<file path="config.mk">
export PLATFORM = sky130hd
export DESIGN_NAME = cpu_clk_ctrl
export DESIGN_NICKNAME = d
export VERILOG_FILES = /design/src/rtl/cpu_clk_pkg.sv /design/src/rtl/btn_debounce.sv /design/src/rtl/cpu_clk_ctrl.sv
export SDC_FILE = /design/constraint.sdc
export NUM_CORES = 1
export LEC_CHECK = 0
export CAP_MARGIN = 0
export CORE_MARGIN = 3
export CORE_UTILIZATION = 57
export DETAILED_ROUTE_END_ITERATION = 10
export PLACE_DENSITY = 0.79
export SLEW_MARGIN = 10
export SYNTH_ARGS = -nofsm -noshare
export SYNTH_HDL_FRONTEND = slang
export SYNTH_SLANG_ARGS = --single-unit
</file>
<file path="constraint.sdc">
create_clock -name CLK_100mhz -period 3.4 [get_ports CLK_100mhz]
set_clock_uncertainty 0.2 [all_clocks]
set_input_delay 0.51 -clock CLK_100mhz [delete_from_list [all_inputs] [get_ports CLK_100mhz]]
set_output_delay 0.51 -clock CLK_100mhz [all_outputs]
set_load 0.01 [all_outputs]
</file>
<file path="src/rtl/cpu_clk_pkg.sv">
// Purpose: shared mode and FSM state encodings for the CPU clock controller.
// Latency: n/a (types, constants and a helper only).
// Backpressure: n/a.
package cpu_clk_pkg;

    // Operator mode selector; both 00 and 11 mean halt.
    localparam logic [1:0] MODE_HALT     = 2'b00;
    localparam logic [1:0] MODE_RUN      = 2'b01;
    localparam logic [1:0] MODE_STEP     = 2'b10;
    localparam logic [1:0] MODE_HALT_ALT = 2'b11;

    // Controller states; the encoding is exported on the state port.
    typedef enum logic [1:0] {
        ST_IDLE   = 2'd0,
        ST_RUN    = 2'd1,
        ST_STEP   = 2'd2,
        ST_HALTED = 2'd3
    } state_t;

    function automatic logic is_halt_mode(input logic [1:0] m);
        return (m == MODE_HALT) || (m == MODE_HALT_ALT);
    endfunction

endpackage

</file>
<file path="src/rtl/btn_debounce.sv">
// Purpose: synchronise, debounce and rising-edge detect a raw pushbutton.
// Latency: o_step_req pulses 2 + DEB_N cycles after a clean press reaches i_btn.
// Backpressure: none; a pulse not consumed in its cycle is lost.
//
// Ports:
//   i_clk      system clock
//   i_rst      synchronous active-high reset
//   i_btn      raw asynchronous button level
//   o_step_req one-cycle pulse per debounced 0->1 transition
module btn_debounce #(
    parameter int unsigned DEB_N = 1000000
) (
    input  logic i_clk,
    input  logic i_rst,
    input  logic i_btn,
    output logic o_step_req
);

    localparam int unsigned      CNT_W   = (DEB_N > 1) ? $clog2(DEB_N) : 1;
    localparam logic [CNT_W-1:0] CNT_MAX = CNT_W'(DEB_N - 1);

    logic             r_sync1;
    logic             r_sync2;
    logic             r_deb;
    logic [CNT_W-1:0] r_cnt;
    logic             r_step_req;

    logic w_diff;
    logic w_flip;

    // r_cnt holds how many consecutive cycles the synchronised input has
    // already disagreed with r_deb; the DEB_N-th disagreeing cycle flips it.
    assign w_diff = r_sync2 ^ r_deb;
    assign w_flip = w_diff && (r_cnt == CNT_MAX);

    always_ff @(posedge i_clk) begin
        if (i_rst) begin
            r_sync1    <= 1'b0;
            r_sync2    <= 1'b0;
            r_deb      <= 1'b0;
            r_cnt      <= '0;
            r_step_req <= 1'b0;
        end else begin
            r_sync1    <= i_btn;
            r_sync2    <= r_sync1;
            // Pulse in the same cycle the debounced level first reads 1.
            r_step_req <= w_flip && !r_deb;
            if (w_flip) begin
                r_deb <= r_sync2;
                r_cnt <= '0;
            end else if (w_diff) begin
                r_cnt <= r_cnt + 1'b1;
            end else begin
                // Any bounce back to the current level restarts the count.
                r_cnt <= '0;
            end
        end
    end

    assign o_step_req = r_step_req;

endmodule

</file>
<file path="src/rtl/cpu_clk_ctrl.sv">
// Purpose: CPU clock-enable generator with run / single-step / halt control.
// Latency: cpu_ce is registered, one cycle after the qualifying scan_tick or step_req.
// Backpressure: none; step requests outside STEP are dropped, never queued.
//
// Ports:
//   CLK_100mhz  system clock (only clock)
//   Reset       synchronous active-high reset
//   mode        00/11 halt, 01 run, 10 single step
//   step_btn    raw step pushbutton
//   halt_req    CPU halt-instruction level
//   cpu_ce      one-cycle CPU clock-enable pulse
//   scan_tick   free-running pulse every DIV_N cycles
//   state       current FSM state encoding
//   step_count  cpu_ce pulses issued since reset (wraps)
module cpu_clk_ctrl
    import cpu_clk_pkg::*;
#(
    parameter int unsigned DIV_N = 50000,
    parameter int unsigned DEB_N = 1000000
) (
    input  logic        CLK_100mhz,
    input  logic        Reset,
    input  logic [1:0]  mode,
    input  logic        step_btn,
    input  logic        halt_req,
    output logic        cpu_ce,
    output logic        scan_tick,
    output logic [1:0]  state,
    output logic [31:0] step_count
);

    localparam logic [31:0] DIV_MAX = 32'(DIV_N - 1);

    logic [31:0] r_div;
    logic        r_scan_tick;
    logic        r_cpu_ce;
    logic [31:0] r_step_count;
    state_t      r_state;

    logic [31:0] w_div_nxt;
    state_t      w_state_nxt;
    logic        w_ce_nxt;
    logic        w_step_req;

    btn_debounce #(
        .DEB_N (DEB_N)
    ) u_btn_debounce (
        .i_clk      (CLK_100mhz),
        .i_rst      (Reset),
        .i_btn      (step_btn),
        .o_step_req (w_step_req)
    );

    // Divider: scan_tick is registered from the next count so that it is high
    // exactly while the counter holds DIV_N-1.
    assign w_div_nxt = (r_div == DIV_MAX) ? 32'd0 : r_div + 32'd1;

    always_ff @(posedge CLK_100mhz) begin
        if (Reset) begin
            r_div       <= 32'd0;
            r_scan_tick <= 1'b0;
        end else begin
            r_div       <= w_div_nxt;
            r_scan_tick <= (w_div_nxt == DIV_MAX);
        end
    end

    always_comb begin
        w_state_nxt = r_state;
        w_ce_nxt    = 1'b0;
        case (r_state)
            ST_IDLE: begin
                // halt_req is deliberately not looked at here.
                if (mode == MODE_RUN) begin
                    w_state_nxt = ST_RUN;
                end else if (mode == MODE_STEP) begin
                    w_state_nxt = ST_STEP;
                end
            end
            ST_RUN: begin
                w_ce_nxt = r_scan_tick;
                if (halt_req) begin
                    w_state_nxt = ST_HALTED;
                end else if (mode == MODE_STEP) begin
                    w_state_nxt = ST_STEP;
                end else if (mode != MODE_RUN) begin
                    w_state_nxt = ST_IDLE;
                end
            end
            ST_STEP: begin
                w_ce_nxt = w_step_req;
                if (halt_req) begin
                    w_state_nxt = ST_HALTED;
                end else if (mode == MODE_RUN) begin
                    w_state_nxt = ST_RUN;
                end else if (mode != MODE_STEP) begin
                    w_state_nxt = ST_IDLE;
                end
            end
            ST_HALTED: begin
                if (is_halt_mode(mode)) begin
                    w_state_nxt = ST_IDLE;
                end
            end
            default: begin
                w_state_nxt = ST_IDLE;
            end
        endcase
        // A same-cycle halt beats the pending enable. The r_cpu_ce term stops
        // back-to-back pulses when a RUN tick is followed by a STEP request
        // right after a mode switch.
        if (halt_req || r_cpu_ce) begin
            w_ce_nxt = 1'b0;
        end
    end

    always_ff @(posedge CLK_100mhz) begin
        if (Reset) begin
            r_state      <= ST_IDLE;
            r_cpu_ce     <= 1'b0;
            r_step_count <= 32'd0;
        end else begin
            r_state  <= w_state_nxt;
            r_cpu_ce <= w_ce_nxt;
            // Counted on the same edge as the pulse, so step_count already
            // includes the pulse currently on cpu_ce.
            if (w_ce_nxt) begin
                r_step_count <= r_step_count + 32'd1;
            end
        end
    end

    assign cpu_ce     = r_cpu_ce;
    assign scan_tick  = r_scan_tick;
    assign state      = r_state;
    assign step_count = r_step_count;

endmodule
</file>
Yosys cells after proc, flatten, opt, wreduce, memory -nomap -nowiden:

Cells that the tools add are included.

* bits in latches: 0
* bits in registers: 92
* RAM bits: 0
* memories: 0
* input port bits: 6
* word-level logic and storage cells: 52
* memory bits (read-only): 0

* add/sub/neg operators: 3
* reduce and logical (&&, ||, !) cells: 9
* multipliers: 0
* shift-type cells: 0
* $lt $le $gt $ge: 0
* mux-type cells: 13
* div/mod/pow operators: 0
* bitwise gates (word level): 2
* eq/ne operators: 15

Operators with widths (count)
* adder 32 x 1 -> 32 bit, second input constant: 2
* == test 32 x 16 -> 1 bit, second input constant: 2
* 2-to-1 mux 32 bit: 1
* adder 20 x 1 -> 20 bit, second input constant: 1
* == test 20 bit, second input constant: 1
* 2-to-1 mux 2 bit: 9
* == test 2 bit, second input constant: 4
* != test 4 bit, second input constant: 2
* case mux 2 bit (4 select lines): 1
* == test 2 x 1 -> 1 bit, second input constant: 2
* zero test 2 bit: 2
* != test 2 bit, second input constant: 2
* AND reduction 4 bit: 1
* != test 3 bit, second input constant: 1
* OR reduction 3 bit: 1
* logical AND 1 bit: 2
* logical OR 1 bit: 2
* != test 2 x 1 -> 1 bit, second input constant: 1
* case mux 1 bit (2 select lines): 1
* zero test 1 bit: 1
* 2-to-1 mux 1 bit: 1
* inverter 1 bit: 1
* bitwise XOR 1 bit: 1

Depth between registers and ports, before layout:

Gate-level depths: netlist of the first run.

* depth in word-level cells: 5
* depth in mapped cells: 9
* gate-level depth less buffers: 9

Hierarchy:

A second synthesis of the first run with hierarchy kept.

* cell total of the unflattened synthesis: 552
* area, all modules: 4644.5 um^2

Modules (own cells, without submodules)
* cpu_clk_ctrl: area an instance 3587.2 um^2, cells each 433, times used 1
* btn_debounce: area an instance 1057.3 um^2, cells each 119, times used 1

Least setup slack after synthesis of the first run:

OpenSTA, ideal clock, no wires.

* path type: register to register
* from: register r_div[0]
* to: register r_scan_tick, in the netlist scan_tick
* stages on the path, launching flop included: 9
* library setup time: 0.103 ns
* setup slack: 0.887 ns
* arrival: 2.210 ns
* buffers on the path: 0
* cells stage by stage: dfxtp_1 -> ha_1 -> nand3_1 -> nor3_1 -> nand4_1 -> xnor2_1 -> nor4_1 -> nand4_1 -> a2111oi_2

* longest elaborated chain between the ends: 3
* elaborated cells between the ends (all ways): 4
* those cells by class: add/sub: 1; eq/ne: 2; mux: 1

RTL lines
* start, declared: line cpu_clk_ctrl.sv:34 `logic [31:0] r_div;`
* start signal, assigned: line cpu_clk_ctrl.sv:63 `r_div <= w_div_nxt;`
* adder 32 x 1 -> 32 bit or == test 32 x 16 -> 1 bit (tied branches): line cpu_clk_ctrl.sv:56 `assign w_div_nxt = (r_div == DIV_MAX) ? 32'd0 : r_div + 32'd1;`
* 2-to-1 mux 32 bit (*): line cpu_clk_ctrl.sv:56
* == test 32 x 16 -> 1 bit (*): line cpu_clk_ctrl.sv:64 `r_scan_tick <= (w_div_nxt == DIV_MAX);`
* end signal, assigned: line cpu_clk_ctrl.sv:64
* end, declared: line cpu_clk_ctrl.sv:35 `logic r_scan_tick;`

Mark *: on every way between the ends. The rest lies on a longest branch, timed or not.
A chain may end at the register's enable or synchronous reset.

Final worst setup path of the first run:

Same ends and word-level chain as after synthesis.

==> metrics.yaml, run 1 <==
status: "completed"
cpLargestDelayFamily: "simple AND/OR/NAND/NOR gates"
start_kind: "flop"
p_leak_nw: 1.74
h-tree-depth: 3
post_cts_buffers: 0
stdcell_area_mm2: 0.00516
fp.dieArea_mm2: 0.00891
peakVddDrop_mv: 0.275
worstPathMaxFanout: 7
synth_top_area_cell: "dfxtp_1"
yosys-top-cells-area: "dfxtp_1, nor2_1, xor2_1"
synth_ff_type: "dfxtp_1"
relSlewSlack_pct: 58.3
gp_congestion: 0.863
maxSlewViolCount: 0
power_density_mw_per_mm2: 385
cts_resized: 0
seq_area_mm2: 0.00184
synth_area_per_cell_um2: 8.29
die_w_um: 94.4
synthesis.nets: 553
period_needed_ns: 2.75
synth_edf_count: 0
finalSetupTns_ns: 0
cp_slowest_stage_delay_ns: 0.42
yosysSeqAreaShare_pct: 41.3
antennaDiodeCount: 0
numCtsBuffers: 9
hpwl_um: 6580
crit_path_end_kind: "flop"
port_buffers: 41
drt-initial-drc-count: 167
first_global_vias: 3517
path_buf_inv: 0
worstMarginPinSlew_ns: 0.626
syn_area_mm2: 0.00445
hold_buffers: 0
synthCells: 537
root_buffer: "clkbuf_8"
core_mm2: 0.00741
routedWlPerCell_um: 13.5
cts_num_sinks: 92
synth.top_cell.area_share_pct: 41.3
antenna_found_initial: 0
nets: 594
clk_latency_ns: 0.35
cp.arrival_ns: 2.80
maxCapViolCount: 0
placed_cell_area_mm2: 0.00496
power_mw: 1.98
drive_above_1_share_pct: 5.49
drc: 0
cts_tree: "built"
worst-setup-path-type: "flop to flop"
grt_max_degree: 33
yosysWarnings: 0
pre_cts_ws_ns: 0.521
vias: 3744
dr.pass1.iters: 4
drtAntennaViolNets: 0
wl_um: 9200
cp_cell_sequence: "ha_1 -> nand3_1 -> nor2_1 -> nand3_1 -> a21oi_1 -> a21oi_1 -> or2_2 -> a2111oi_2"
grt_pass1_wl_um: 15600
worstPathRequired_ns: 3.45
async_reset_ff_share_pct: 0
fmax_ghz: 0.364
yosys_register_bits: 92
fin_util_pct: 69.7
multi_input_area_mm2: 0.00250
fill_cells: 602
gr-total-overflow: 0
path_clk_slew_ns: 0.09
layout_setup_ws_ns: 0.651
min_path_type: "flop to flop"
setup_viol: 0
finalHoldViolCount: 0
viasPerCell: 5.49
ios: 42
synth_cell_types: 42
start_util_pct: 60.1
crit_slowest_cell: "dfxtp_1"
syn_to_final_growth_pct: 15.8
cts.path.max_buffers: 2
rows: 31
rsz0062_at_grt: "no"
die_y_um: 94.4
finalCritPeriodShare_pct: 80.8
track_usage_pct: 21.6
## layout make-up
type | instances | share of cell area [%]
Sequential cell | 92 | 35.7
Clock buffer | 11 | 2.93
Inverter | 14 | 1.02
Tap cell | 99 | 2.40
Multi-Input combinational cell | 414 | 48.4
Clock inverter | 5 | 0.849
Timing Repair Buffer | 47 | 8.73
## cells in the final DEF, fill, tap and decap left out, types with 2 or more instances in the layout
master and instances:
a21oi_1 18, nand3_1 36, nor3b_1 5, xor2_1 41
nand2_1 37, nand3b_1 3, nand4_1 22, clkbuf_8 11
dfxtp_1 92, clkdlybuf4s50_1 40, o2111ai_1 2, nor4_1 9
a211oi_1 3, and4_1 5, nor4b_1 2, clkinvlp_4 2
buf_4 6, inv_1 14, nor2b_1 9, ha_1 10
and3_1 18, mux2i_1 2, and2_1 5, or3_1 7
clkinv_4 2, a2bb2oi_1 2, or2_2 3, o21ai_0 9
nor3_1 14, nor2_1 103, xnor2_1 33, nand2b_1 2
## metrics by stage
step / instances / hold WS, ns
floorplan: 537 / 0.213
global placement: 666 / 0.225
detailed placement: 666 / 0.229
CTS: 682 / 0.250
global route: 682 / 0.279
finish: 682 / 0.245
## cell usage after synthesis, types with 7 or more instances
library cell  number
nor2b_1            9
nand4_1           22
dfxtp_1           92
and3_1            18
clkbuf_1          17
inv_1             14
xor2_1            41
xnor2_1           33
or3_1              7
ha_1              10
nor4_1             9
nor2_1           103
nand3_1           36
o21ai_0            9
a21oi_1           18
nor3_1            14
nand2_1           37
## where the power goes
part / internal, mW / leakage [nW] / switching [mW] / total (mW)
Sequential: 1.09 / 0.742 / 0.0198 / 1.11
Clock: 0.313 / 0.0937 / 0.385 / 0.698
Combinational: 0.0782 / 0.904 / 0.0966 / 0.175
## flip-flops by register name, summed over array words and instances, names as in the netlist
register and count:
r_div 32, u_btn_debounce.r_deb 1, scan_tick 1, state 2, u_btn_debounce.r_sync2 1, u_btn_debounce.r_sync1 1
cpu_ce 1, u_btn_debounce.r_cnt 20, step_count 32, u_btn_debounce.o_step_req 1
## layer usage
metal  vias up  GRT usage (%)  part of all wire, %
met1      1721           27.8                   46
met2        95           36.7                   49
met5         -              0                    0
met3         6           5.58                  4.9
met4         0           4.81                 0.76
li1       1922              -                    -
## worst paths after layout
kind / startpoint / end / slack (ns) / cells after the start
max: r_div[0] / scan_tick / 0.65 / 8
min: u_btn_debounce.r_cnt[0] / u_btn_debounce.r_cnt[0] / 0.24 / 1
max reg2reg: r_div[0] / scan_tick / 0.65 / 8
min reg2reg: u_btn_debounce.r_cnt[0] / u_btn_debounce.r_cnt[0] / 0.24 / 1
## kinds of logic after synthesis
kind of cell	after synthesis	synth area share, %
xor+xnor	74	14.6
simple gates	285	31.9
fa+ha+maj	10	2.81
mux	3	0.702
compound gates	42	6.07
buf+inv	31	2.61
flops	92	41.3
Note: power is estimated with default switching activity, not from simulation.
==> run 2, diff against run 1 <==
CORE_UTILIZATION = 52   (was 57)
PLACE_DENSITY = 0.76   (was 0.79)
clock period = 2.5 ns   (was 3.4 ns; I/O delays follow)
==> run 2 against run 1 <==
  * Cell area increased by 7.8%
  * Highest routed layer unchanged
  * First-iteration DRC count increased by 53%
  * Final cell count increased by 7.0%
  * Critical path type unchanged
==> metrics.yaml, run 2 (synthesis gave the netlist of run 1 again) <==
antenna_found_initial: 0
fill_cells: 682
rsz0062_at_grt: "yes"
p_comb_share_pct: 10.5
drt-initial-drc-count: 255
drive_above_1_share_pct: 14.4
period_needed_ns: 2.44
p_leak_nw: 1.98
drc: 0
gr-total-overflow: 0
root_buffer: "clkbuf_8"
r2r_setup_slack_ns: 0.06
final_common_cell: "nor2_1"
dr.pass1.iters: 5
clkPwrFrac_pct: 36.5
hpwl_um: 7350
core_mm2: 0.00826
cts.path.max_buffers: 2
path_clk_slew_ns: 0.10
gp_congestion: 0.932
syn_to_final_growth_pct: 24.9
start_util_pct: 53.9
cts_num_sinks: 92
status: "completed"
first_global_vias: 3887
h-tree-depth: 3
hold_buffers: 0
hold_start: "Reset"
maxSlewViolCount: 0
crit_path_end_kind: "flop"
r2r_cells: 7
die_y_um: 98.6
maxCapViolCount: 0
stdcell_area_mm2: 0.00556
holdPathStages: 2
worstPathRequired_ns: 2.54
peakVddDrop_mv: 0.278
nets: 636
drtAntennaViolNets: 0
rows: 33
grt_max_degree: 21
fp.dieArea_mm2: 0.00971
p_sw_mw: 0.702
pwr-share-seq_pct: 53.0
cts_tree: "built"
layout_common_cells: "nor2_1, dfxtp_1, buf_4, xor2_1, clkdlybuf4s50_1"
holdPathEnd: "step_count[25]"
vias: 4004
track_usage_pct: 21.1
worst-setup-path-type: "flop to flop"
finalHoldViolCount: 0
die_w_um: 98.6
ios: 42
multi_input_area_mm2: 0.00256
numCtsBuffers: 9
fmax_ghz: 0.411
placed_cell_area_mm2: 0.00529
relSlewSlack_pct: 62.0
switching_share_pct: 24.8
p_int_mw: 2.12
wl_um: 10000
seq_area_mm2: 0.00185
cp.arrival_ns: 2.48
grt_pass1_wl_um: 17400
worstMarginPinSlew_ns: 0.565
routedWlPerCell_um: 13.8
clk_latency_ns: 0.35
finalCritPeriodShare_pct: 97.4
port_buffers: 41
start_kind: "flop"
viasPerCell: 5.48
setup_viol: 0
timing.rr.start: "r_div[10]"
min_path_type: "primary input to flop"
worstPathMaxFanout: 5
power_density_mw_per_mm2: 508
reg2reg_to: "scan_tick"
antennaDiodeCount: 0
finalSetupTns_ns: 0
-- run 2: cell count changes in the layout (fill, tap and decap cells not counted), moves of 2 or more --
cell / previous run / this run
buf_4: 6 / 48
nand3_1: 36 / 33
dfxtp_1: 92 / 88
clkinv_4: 2 / 0
nor4_1: 9 / 7
nor2_2: 0 / 5
nand3_2: 0 / 3
dfxtp_2: 0 / 4
nor2_1: 103 / 97
-- run 2: critical path, stage by stage, from the launching register on --
cell	delay (ns)
dfxtp_1	0.34
inv_1	0.09
or4_4	0.54
or4_1	0.42
a21oi_1	0.16
a2bb2oi_1	0.18
o2111ai_1	0.16
a2111oi_2	0.23
-- run 2: area by class of cell --
class,count,area share (%)
flip-flops and latches,92,33.2
clock buffers,10,2.47
clock inverters,6,1.26
multi-input cells,414,46.0
repair buffers,89,13.8
inverters,14,0.945
well taps,105,2.36
-- run 2: per-layer routing --
layer	track usage, %	up-vias	share of wire, %
li1	-	2000	-
met4	6.72	0	1.4
met3	3.75	18	4.1
met5	0	-	0
met2	34.8	105	49
met1	28.1	1881	46
-- run 2: repair_timing --
action,in CTS,in global routing
endpoints found under the setup margin,1,5
gates resized for setup,1,16
pin swaps,0,3
setup buffers,0,0
-- run 2: metrics by stage --
| step | power, mW | setup WS (ns) | hold WS, ns | std cells | util [%] |
|---|---|---|---|---|---|
| global route | 2.95 | -0.0597 | 0.216 | 730 | 67.3 |
| global placement | 1.81 | -0.0121 | 0.227 | 714 | 64.1 |
| finish | 2.83 | 0.0646 | 0.222 | 730 | 67.3 |
| CTS | 2.85 | 0.0121 | 0.208 | 730 | 66.6 |
| detailed placement | 1.82 | -0.0680 | 0.226 | 714 | 64.1 |
| floorplan | 1.70 | 0.0242 | 0.213 | 537 | - |
-- run 2: worst max-delay path by stage --
stage / from / to / slack, ns / cells past startpoint
4_1_cts: r_div[27] / scan_tick / 0.01 / 7
3_3_place_gp: halt_req / step_count[28] / -0.01 / 9
5_1_grt: r_div[12] / scan_tick / -0.06 / 7
2_1_floorplan: state[0] / step_count[29] / 0.02 / 9
6_report: r_div[10] / scan_tick / 0.06 / 7
3_5_place_dp: halt_req / step_count[26] / -0.07 / 8
-- run 2: power by group through the flow --
stage	sequential [mW]	clock (mW)	combinational (mW)
final	1.50	1.03	0.295
after detailed placement	1.53	0	0.293
after floorplan	1.55	0	0.154
after global placement	1.53	0	0.283
after CTS	1.50	1.06	0.295
after global routing	1.50	1.12	0.330
